==> src/rtl/i2c_clk_pkg.sv <==
// rtl/i2c_clk_pkg.sv - shared types and constants for the I2C SCL clock generator
package i2c_clk_pkg;

    // Depth of the scl_in synchroniser; it is also the look-ahead used by the stretch check
    localparam int SYNC_STAGES = 2;

    typedef enum logic [1:0] {
        IDLE    = 2'd0,
        RUN     = 2'd1,
        STRETCH = 2'd2,
        TOUT    = 2'd3
    } state_t;

    typedef enum logic [1:0] {
        Q0 = 2'd0,
        Q1 = 2'd1,
        Q2 = 2'd2,
        Q3 = 2'd3
    } phase_t;

endpackage

==> src/rtl/i2c_sync.sv <==
// rtl/i2c_sync.sv - two-flop synchroniser with configurable reset value
module i2c_sync
    import i2c_clk_pkg::*;
#(
    parameter logic RST_VAL = 1'b1
) (
    input  logic clk,
    input  logic rst,
    input  logic d,
    output logic q
);

    logic [SYNC_STAGES-1:0] ff;

    // Shift the asynchronous input through the flop chain; reset loads the idle level
    always_ff @(posedge clk or posedge rst) begin
        if (rst) begin
            ff <= {SYNC_STAGES{RST_VAL}};
        end else begin
            ff <= {ff[SYNC_STAGES-2:0], d};
        end
    end

    assign q = ff[SYNC_STAGES-1];

endmodule

==> src/rtl/i2c_clk_gen.sv <==
// rtl/i2c_clk_gen.sv - I2C SCL generator with clock stretching; optional timeout via I2C_CLK_STRETCH_TIMEOUT_EN
module i2c_clk_gen
    import i2c_clk_pkg::*;
#(
    parameter int DIVIDER = 500,
    parameter int TIMEOUT = 4096
) (
    input  logic       clk,
    input  logic       rst,
    input  logic       ena,
    input  logic       scl_in,
    output logic       scl_oe,
    output logic       data_clk,
    output logic [1:0] phase,
    output logic       stretching,
    output logic       timeout
);

    localparam int CBITS = $clog2(4*DIVIDER);

    localparam logic [CBITS-1:0] CNT_LAST = CBITS'(4*DIVIDER - 1);
    // SCL was released at 2*DIVIDER; the synchroniser shows the bus level SYNC_STAGES cycles later
    localparam logic [CBITS-1:0] CNT_CHK  = CBITS'(2*DIVIDER + SYNC_STAGES);
    localparam logic [CBITS-1:0] Q1_START = CBITS'(DIVIDER);
    localparam logic [CBITS-1:0] Q2_START = CBITS'(2*DIVIDER);
    localparam logic [CBITS-1:0] Q3_START = CBITS'(3*DIVIDER);

    state_t           state, state_nx;
    logic [CBITS-1:0] cnt, cnt_nx, cnt_inc;
    logic             scl_s;
    phase_t           ph, phase_q;

`ifdef I2C_CLK_STRETCH_TIMEOUT_EN
    localparam int SBITS = $clog2(TIMEOUT + 1);
    localparam logic [SBITS-1:0] SCNT_LAST = SBITS'(TIMEOUT - 1);
    // scnt holds the number of STRETCH cycles already completed before the current one
    logic [SBITS-1:0] scnt, scnt_nx;
`endif

    i2c_sync #(
        .RST_VAL (1'b1)
    ) u_sync (
        .clk (clk),
        .rst (rst),
        .d   (scl_in),
        .q   (scl_s)
    );

    assign cnt_inc = (cnt == CNT_LAST) ? '0 : cnt + CBITS'(1);

    // State, phase counter and stretch counter registers
    always_ff @(posedge clk or posedge rst) begin
        if (rst) begin
            state <= IDLE;
            cnt   <= '0;
`ifdef I2C_CLK_STRETCH_TIMEOUT_EN
            scnt  <= '0;
`endif
        end else begin
            state <= state_nx;
            cnt   <= cnt_nx;
`ifdef I2C_CLK_STRETCH_TIMEOUT_EN
            scnt  <= scnt_nx;
`endif
        end
    end

    // Next state: periods always run to completion; the bus is only checked once per period
    always_comb begin
        state_nx = state;
        cnt_nx   = cnt;
`ifdef I2C_CLK_STRETCH_TIMEOUT_EN
        scnt_nx  = scnt;
`endif
        case (state)
            IDLE: begin
                cnt_nx = '0;
                if (ena) begin
                    state_nx = RUN;
                end
            end
            RUN: begin
                if (cnt == CNT_CHK && !scl_s) begin
                    state_nx = STRETCH;
`ifdef I2C_CLK_STRETCH_TIMEOUT_EN
                    scnt_nx  = '0;
`endif
                end else begin
                    cnt_nx = cnt_inc;
                    if (cnt == CNT_LAST && !ena) begin
                        state_nx = IDLE;
                    end
                end
            end
            STRETCH: begin
                if (scl_s) begin
                    // A slave release wins over a simultaneous timeout
                    state_nx = RUN;
                    cnt_nx   = cnt_inc;
                end
`ifdef I2C_CLK_STRETCH_TIMEOUT_EN
                else if (scnt == SCNT_LAST) begin
                    state_nx = TOUT;
                    cnt_nx   = '0;
                end else begin
                    scnt_nx = scnt + SBITS'(1);
                end
`endif
            end
`ifdef I2C_CLK_STRETCH_TIMEOUT_EN
            TOUT: begin
                cnt_nx = '0;
                if (!ena) begin
                    state_nx = IDLE;
                end
            end
`endif
            default: begin
                state_nx = IDLE;
                cnt_nx   = '0;
            end
        endcase
    end

    // Outputs decoded purely from registered state and cnt
    always_comb begin
        scl_oe     = 1'b0;
        data_clk   = 1'b0;
        stretching = 1'b0;
        phase_q    = Q0;
        if (cnt < Q1_START) begin
            ph = Q0;
        end else if (cnt < Q2_START) begin
            ph = Q1;
        end else if (cnt < Q3_START) begin
            ph = Q2;
        end else begin
            ph = Q3;
        end
        case (state)
            RUN: begin
                phase_q  = ph;
                scl_oe   = (ph == Q0) || (ph == Q1);
                data_clk = (ph == Q1) || (ph == Q2);
            end
            STRETCH: begin
                phase_q    = ph;
                data_clk   = (ph == Q1) || (ph == Q2);
                stretching = 1'b1;
            end
            default: ;
        endcase
    end

    assign phase = phase_q;

`ifdef I2C_CLK_STRETCH_TIMEOUT_EN
    assign timeout = (state == TOUT);
`else
    assign timeout = 1'b0;
`endif

endmodule

==> config.mk <==
export PLATFORM = sky130hd
export DESIGN_NAME = i2c_clk_gen
export DESIGN_NICKNAME = d
export VERILOG_FILES = /design/src/rtl/i2c_clk_pkg.sv /design/src/rtl/i2c_sync.sv /design/src/rtl/i2c_clk_gen.sv
export SDC_FILE = /design/constraint.sdc
export NUM_CORES = 1
export LEC_CHECK = 0
export CAP_MARGIN = 20
export CORE_UTILIZATION = 55
export CTS_CLUSTER_DIAMETER = 100
export DETAILED_ROUTE_END_ITERATION = 6
export GPL_TIMING_DRIVEN = 0
export MAX_ROUTING_LAYER = met4
export PLACE_DENSITY = 0.74
export SYNTH_ARGS = -nofsm -noshare
export SYNTH_HDL_FRONTEND = slang
export SYNTH_SLANG_ARGS = --single-unit
==> constraint.sdc <==
create_clock -name clk -period 2.43 [get_ports clk]
set_input_delay 0.3645 -clock clk [delete_from_list [all_inputs] [get_ports clk]]
set_output_delay 0.3645 -clock clk [all_outputs]
set_load 0.02 [all_outputs]
### After elaboration in Yosys (flattened, before gate mapping)

Index checks and enable logic that the tools add are counted.

| storage, ports and cells | value |
|---|---|
| register bits | 15 |
| input port bits | 4 |
| word-level logic and storage cells | 44 |

| cells by class | value |
|---|---|
| add/sub/neg operators | 1 |
| order comparisons | 3 |
| eq/ne operators | 10 |
| muxes and demuxes | 16 |
| reduce and logical (&&, ||, !) cells | 11 |

Operators with widths:

| operator | count |
|---|---|
| 11-bit 2-to-1 mux | 3 |
| 11-bit one-hot mux with 2 select lines | 1 |
| 2-bit 2-to-1 mux | 7 |
| 11-bit by 1-bit adder with 11-bit output, second input constant | 1 |
| 11-bit by 10-bit == test with 1-bit output, second input constant | 1 |
| 11-bit == test, second input constant | 1 |
| 11-bit by 10-bit < comparator with 1-bit output, second input constant | 1 |
| 11-bit < comparator, second input constant | 1 |
| 11-bit by 9-bit < comparator with 1-bit output, second input constant | 1 |
| 2-bit one-hot mux with 3 select lines | 1 |
| 2-bit by 1-bit == test with 1-bit output, second input constant | 2 |
| 2-bit == test, second input constant | 2 |
| 2-bit zero test | 2 |
| 1-bit 2-to-1 mux | 4 |
| 2-bit inequality test, second input constant | 2 |
| 3-bit inequality test, second input constant | 1 |
| 3-bit AND reduction | 1 |
| 1-bit logical AND | 2 |
| 1-bit zero test | 2 |
| 1-bit logical OR | 2 |
| 2-bit by 1-bit inequality test with 1-bit output, second input constant | 1 |
| 2-bit AND reduction | 1 |
| 2-bit OR reduction | 1 |

### Longest topological paths before layout

Gate-level depths: netlist (run 1).

| logic depth | value |
|---|---|
| word-level depth | 7 |
| gate-level depth with buffers | 8 |
| mapped depth without buffers | 7 |

### Modules after synthesis

A second synthesis (run 1) with hierarchy kept.

| second synthesis, totals | value |
|---|---|
| cell total of the unflattened synthesis | 114 |
| area, all modules | 1017.2 sq um |

By module, submodules not included:

| module | instances | cells an instance | area each (sq um) | seq. area each (sq um) |
|---|---|---|---|---|
| i2c_clk_gen | 1 | 111 | 960.9 | 325.3 |
| i2c_sync | 1 | 3 | 56.3 | 52.6 |

### Worst setup path after synthesis (run 1)

Ideal clock, no wire load.

| path | value |
|---|---|
| path kind | flip-flop to flip-flop |
| start point | register cnt[0] |
| end point | register cnt[8] |
| setup time | 104 ps |
| arrival | 1600 ps |
| setup slack | 727 ps |
| stages on the path, launching flop included | 9 |
| period minus slack after synthesis | 1703 ps |
| path through | dfrtp_1 -> inv_1 -> ha_1 -> and3b_1 -> nand4_2 -> nand2_1 -> or2_1 -> buf_6 -> o41ai_2 |

| on the way | value |
|---|---|
| cells in the longest elaborated chain, start to end | 4 |
| elaborated cells between the ends (all ways) | 10 |
| classes of those cells | add/sub: 1; eq/ne: 3; mux: 4; reduce/logical: 2 |

RTL lines:

| item | RTL line | text |
|---|---|---|
| start, declared | i2c_clk_gen.sv:29 | `logic [CBITS-1:0] cnt, cnt_nx, cnt_inc;` |
| start signal, assigned | i2c_clk_gen.sv:61 | `cnt <= cnt_nx;` |
| 11-bit by 1-bit adder with 11-bit output, or another cell as far along | i2c_clk_gen.sv:49 | `assign cnt_inc = (cnt == CNT_LAST) ? '0 : cnt + CBITS'(1);` |
| 11-bit 2-to-1 mux or 1-bit logical AND (tied branches) | i2c_clk_gen.sv:49, i2c_clk_gen.sv:83 |  |
| 11-bit 2-to-1 mux, or another cell as far along | i2c_clk_gen.sv:96 | `if (scl_s) begin` |
| 11-bit one-hot mux with 2 select lines or 2-bit AND reduction (tied branches) | n/a |  |

Several ways; a longest one is shown, not always the timed one. The select of a mux whose other input is x is not followed.
A chain may end at the register's enable or synchronous reset.

### Worst setup path in the final report (run 1)

| path | value |
|---|---|
| start point | register cnt[2] |
| end point | output port phase[0] |

| on the way | value |
|---|---|
| cells in the longest elaborated chain, start to end | 5 |
| elaborated cells between the ends (all ways) | 7 |
| classes of those cells | order compare: 3; mux: 4 |

RTL lines:

| item | RTL line | text |
|---|---|---|
| 11-bit < comparator | i2c_clk_gen.sv:135 | `end else if (cnt < Q3_START) begin` |
| 1-bit 2-to-1 mux | i2c_clk_gen.sv:135 |  |
| 2-bit 2-to-1 mux | i2c_clk_gen.sv:133 | `end else if (cnt < Q2_START) begin` |
| 2-bit 2-to-1 mux (*) | i2c_clk_gen.sv:131 | `if (cnt < Q1_START) begin` |
| 2-bit 2-to-1 mux (*) | i2c_clk_gen.sv:140 | `case (state)` |
| end, declared | i2c_clk_gen.sv:14 | `output logic [1:0] phase,` |

Mark *: on every way between the ends. The rest lies on a longest branch, timed or not.

==> results of run 1 <==
## through the flow
stage	worst slack [ns]	cell area (µm²)	hold WS (ns)	utilization	instances
final	0.158	1180	0.359	0.677	151
after global routing	0.00770	1180	0.367	0.677	151
after CTS	0.0192	1170	0.360	0.672	151
after floorplan	0.727	1040	0.265	-	115
after global placement	0.225	1150	0.346	0.661	148
after detailed placement	0.164	1150	0.347	0.661	148
## kinds of logic (layout without fill, tap and decap cells)
kind of cell	count (synthesis)	count (layout)
multiplexers	1	1
other	1	1
AND/OR/NAND/NOR	48	48
buffers and inverters	12	23
AO/OA/AOI/OAI	32	32
flip-flops	15	15
adder cells (fa/ha/maj)	6	6
## worst max-delay path, delay by kind of cell (launching register included)
kind	cells	cell delay [ns]
AND/OR/NAND/NOR	2	0.36
buffers and inverters	2	0.51
AO/OA/AOI/OAI	3	0.41
flip-flops	1	0.34
## state kept, by name (all words and copies together), names as in the netlist
name	cells
cnt	11
state	2
u_sync.ff	2
## per-layer routing
layer  GRT usage  share of wire  vias to the layer above
li1            -              -                      434
met1       0.340           0.45                      417
met2       0.386           0.48                       35
met3      0.0476          0.055                        5
met4       0.109          0.016                        0
met5           -              0                        -
## repair_timing
action / 4_1_cts / 5_1_grt
cloned: 0 / 0
gates resized for setup: 3 / 5
setup endpoints to repair: 4 / 2
hold endpoints to repair: 0 / 0
## cell type report
type	count	share of cell area
multi-input cells	88	0.506
flip-flops and latches	15	0.323
repair buffers	8	0.0678
plain buffers	5	0.0339
well taps	25	0.0265
clock buffers	3	0.0191
inverters	6	0.0191
clock inverters	1	0.00424
## worst min-delay path by stage
stage                        endpoint              startpoint  depth (start not counted)
6_report       u_sync.ff[1]$_DFF_PP1_  u_sync.ff[0]$_DFF_PP1_                          0
5_1_grt        u_sync.ff[1]$_DFF_PP1_  u_sync.ff[0]$_DFF_PP1_                          0
4_1_cts        u_sync.ff[1]$_DFF_PP1_  u_sync.ff[0]$_DFF_PP1_                          0
3_5_place_dp   u_sync.ff[1]$_DFF_PP1_  u_sync.ff[0]$_DFF_PP1_                          0
3_3_place_gp   u_sync.ff[1]$_DFF_PP1_  u_sync.ff[0]$_DFF_PP1_                          0
2_1_floorplan      cnt[0]$_DFFE_PP0P_                     rst                          1
## power by group through the flow
stage / registers, mW / clock network [mW] / logic [mW]
5_1_grt: 0.315 / 0.165 / 0.365
4_1_cts: 0.310 / 0.147 / 0.323
6_report: 0.309 / 0.148 / 0.323
3_3_place_gp: 0.311 / 0 / 0.313
2_1_floorplan: 0.307 / 0 / 0.242
3_5_place_dp: 0.315 / 0 / 0.322
## cells in the final DEF (no fill, tap or decap), types with 3 or more instances in the layout
master and n:
nand2_1 8, o41ai_2 3, o31ai_1 4, dfrtp_2 3, clkdlybuf4s50_1 4, dfrtp_1 10, nor2_1 10, nand3_1 6
nor2b_1 6, o21ai_0 16, ha_1 6, inv_1 6, nand2b_1 3, nor3_1 4, clkbuf_4 3
==> impl_metrics.env, run 1 <==
export IMPL_fin_skew_ns=0.00796
export IMPL_die_w_um=45.5
export IMPL_syn_mean_instance_area_um2=9.06
export IMPL_p_seq_frac=0.397
export IMPL_antenna_found_initial=0
export IMPL_yosysSeqAreaShare=0.363
export IMPL_via_per_inst=5.90
export IMPL_crit_path_max_incr_delay_ns=0.34
export IMPL_synth_top_family_by_area="simple AND/OR/NAND/NOR gates"
export IMPL_gp_congestion=0.830
export IMPL_coreArea_um2=1750
export IMPL_critPathRequiredTime_ns=2.07
export IMPL_p_per_area_nw_per_um2=660
export IMPL_seq_area_um2=382
export IMPL_status="finished, final reports clean"
export IMPL_yosys_cell_types_count=36
export IMPL_ioPinCount=10
export IMPL_drive_gt1_frac=0.175
export IMPL_r2r_start="cnt[0]$_DFFE_PP0P_"
export IMPL_diodes=0
export IMPL_grt_pass1_wl_um=3650
export IMPL_dieArea_um2=2070
export IMPL_wl_um=2170
export IMPL_cp_data_arrival_time_ns=1.91
export IMPL_grt_pass1_vias=819
export IMPL_grt_start_max_net_pins=16
export IMPL_synthSimpleGateAreaFrac=0.267
export IMPL_max_cap_viol_count=0
export IMPL_combPwrFrac=0.414
export IMPL_clkLatencyLatePin_ns=0.29
export IMPL_drtIter0Drc=48
export IMPL_swShare=0.390
export IMPL_multi_input_area_um2=598
export IMPL_cts_num_sinks=15
export IMPL_cts_tree="built"
export IMPL_critPathMaxFanout=9
export IMPL_crit_end="phase[0]"
export IMPL_grt_use_total=0.258
export IMPL_drv_slew=0
export IMPL_drc_errors=0
export IMPL_cts_buffers=3
export IMPL_port_buffers=8
export IMPL_yosys_top_cells_count="o21ai_0, dfrtp_1, nor2_1, nand2_1"
export IMPL_route_antenna_remaining_nets=0
export IMPL_end_kind="output pin"
export IMPL_synth_fp_nets=125
export IMPL_netlist_instances=115
export IMPL_rsz0062_at_grt="no"
export IMPL_final_nets=137
export IMPL_row_count=15
export IMPL_synth_async_reset_ratio=1.00
export IMPL_synth_compound_area_frac=0.222
export IMPL_tns_ns=0
export IMPL_area_growth_syn_to_layout_pct=13.3
export IMPL_p_sw_mw=0.304
export IMPL_cp_slowest_cell="dfrtp_1"
export IMPL_path_cells="buf_2, nand3_1, a21oi_1, o21ai_0, o21ai_0, nor2b_1, clkdlybuf4s15_1"
export IMPL_worst_pin_slew_ns=0.593
export IMPL_post_cts_buffers=0
export IMPL_reg2reg_slack_ns=0.53
export IMPL_reg2reg_to="cnt[5]$_DFFE_PP0P_"
export IMPL_slew_headroom=0.604
export IMPL_synth_edff_count=0
export IMPL_fillerInstances=157
export IMPL_cp_start_kind="register"
export IMPL_yosysWarningCount=0
export IMPL_peakVddDrop_v=0.000392
export IMPL_grt_ovfl_total=0
export IMPL_firstDrtPassIters=4
export IMPL_ctsLongestPathBuffers=2
export IMPL_synth_fa_ha_area_frac=0.0720
export IMPL_h_tree_depth=1
export IMPL_synth_area_um2=1040
export IMPL_critical_path_startpoint="cnt[2]$_DFFE_PP0P_"
export IMPL_synth_most_common_cell="o21ai_0"
export IMPL_min_period_ns=2.27
export IMPL_dr_total_vias=891
export IMPL_initial_core_util=0.597
export IMPL_clockPowerShare=0.189
export IMPL_clk_pin_slew_ns=0.10
export IMPL_ys_flop_type="dfrtp_1"
export IMPL_synth_area_leader_cell="dfrtp_1"
export IMPL_synth_xor_xnor_area_share=0
export IMPL_crit_top_cell="o21ai_0"
export IMPL_hold_path_class="register to register"
export IMPL_root_buffer="clkbuf_4"
export IMPL_dpl_hpwl_um=1660
export IMPL_period_share=0.935
export IMPL_reg2reg_depth=6
export IMPL_post_drt_wl_per_cell_um=14.4
export IMPL_synth_top_area_frac=0.312
export IMPL_synth_area_leaders="dfrtp_1, o21ai_0, ha_1, dfstp_2, o41ai_2"
export IMPL_critical_path_class="register to output pin"
export IMPL_hold_violations=0
export IMPL_die_h_um=45.5
export IMPL_yosys_mux_area_fraction=0.00960
export IMPL_total_power_mw=0.779
export IMPL_timing_fmax_ghz=0.440
export IMPL_p_leak_nw=0.530
export IMPL_finalSetupViolCount=0
export IMPL_internal_power_mw=0.476
export IMPL_ys_ff_latch=15
export IMPL_ctsHoldBuffers=0
(Power assumes the default switching activity.)
==> run 2: changes to the inputs <==
--- a/config.mk
+++ b/config.mk
@@ -5,6 +5,7 @@
 export SDC_FILE = /design/constraint.sdc
 export NUM_CORES = 1
 export LEC_CHECK = 0
+export ABC_CLOCK_PERIOD_IN_PS = 2430
 export CAP_MARGIN = 20
 export CORE_UTILIZATION = 55
 export CTS_CLUSTER_DIAMETER = 100
==> results of run 2 <==
Final layout, timing and power as in run 1 (identical DEF).
==> run 3: changes to the inputs <==
--- a/config.mk
+++ b/config.mk
@@ -13,6 +13,7 @@
 export GPL_TIMING_DRIVEN = 0
 export MAX_ROUTING_LAYER = met4
 export PLACE_DENSITY = 0.74
+export SLEW_MARGIN = 15
 export SYNTH_ARGS = -nofsm -noshare
 export SYNTH_HDL_FRONTEND = slang
 export SYNTH_SLANG_ARGS = --single-unit
==> results of run 3 <==
Final layout, timing and power as in run 1 (identical DEF).
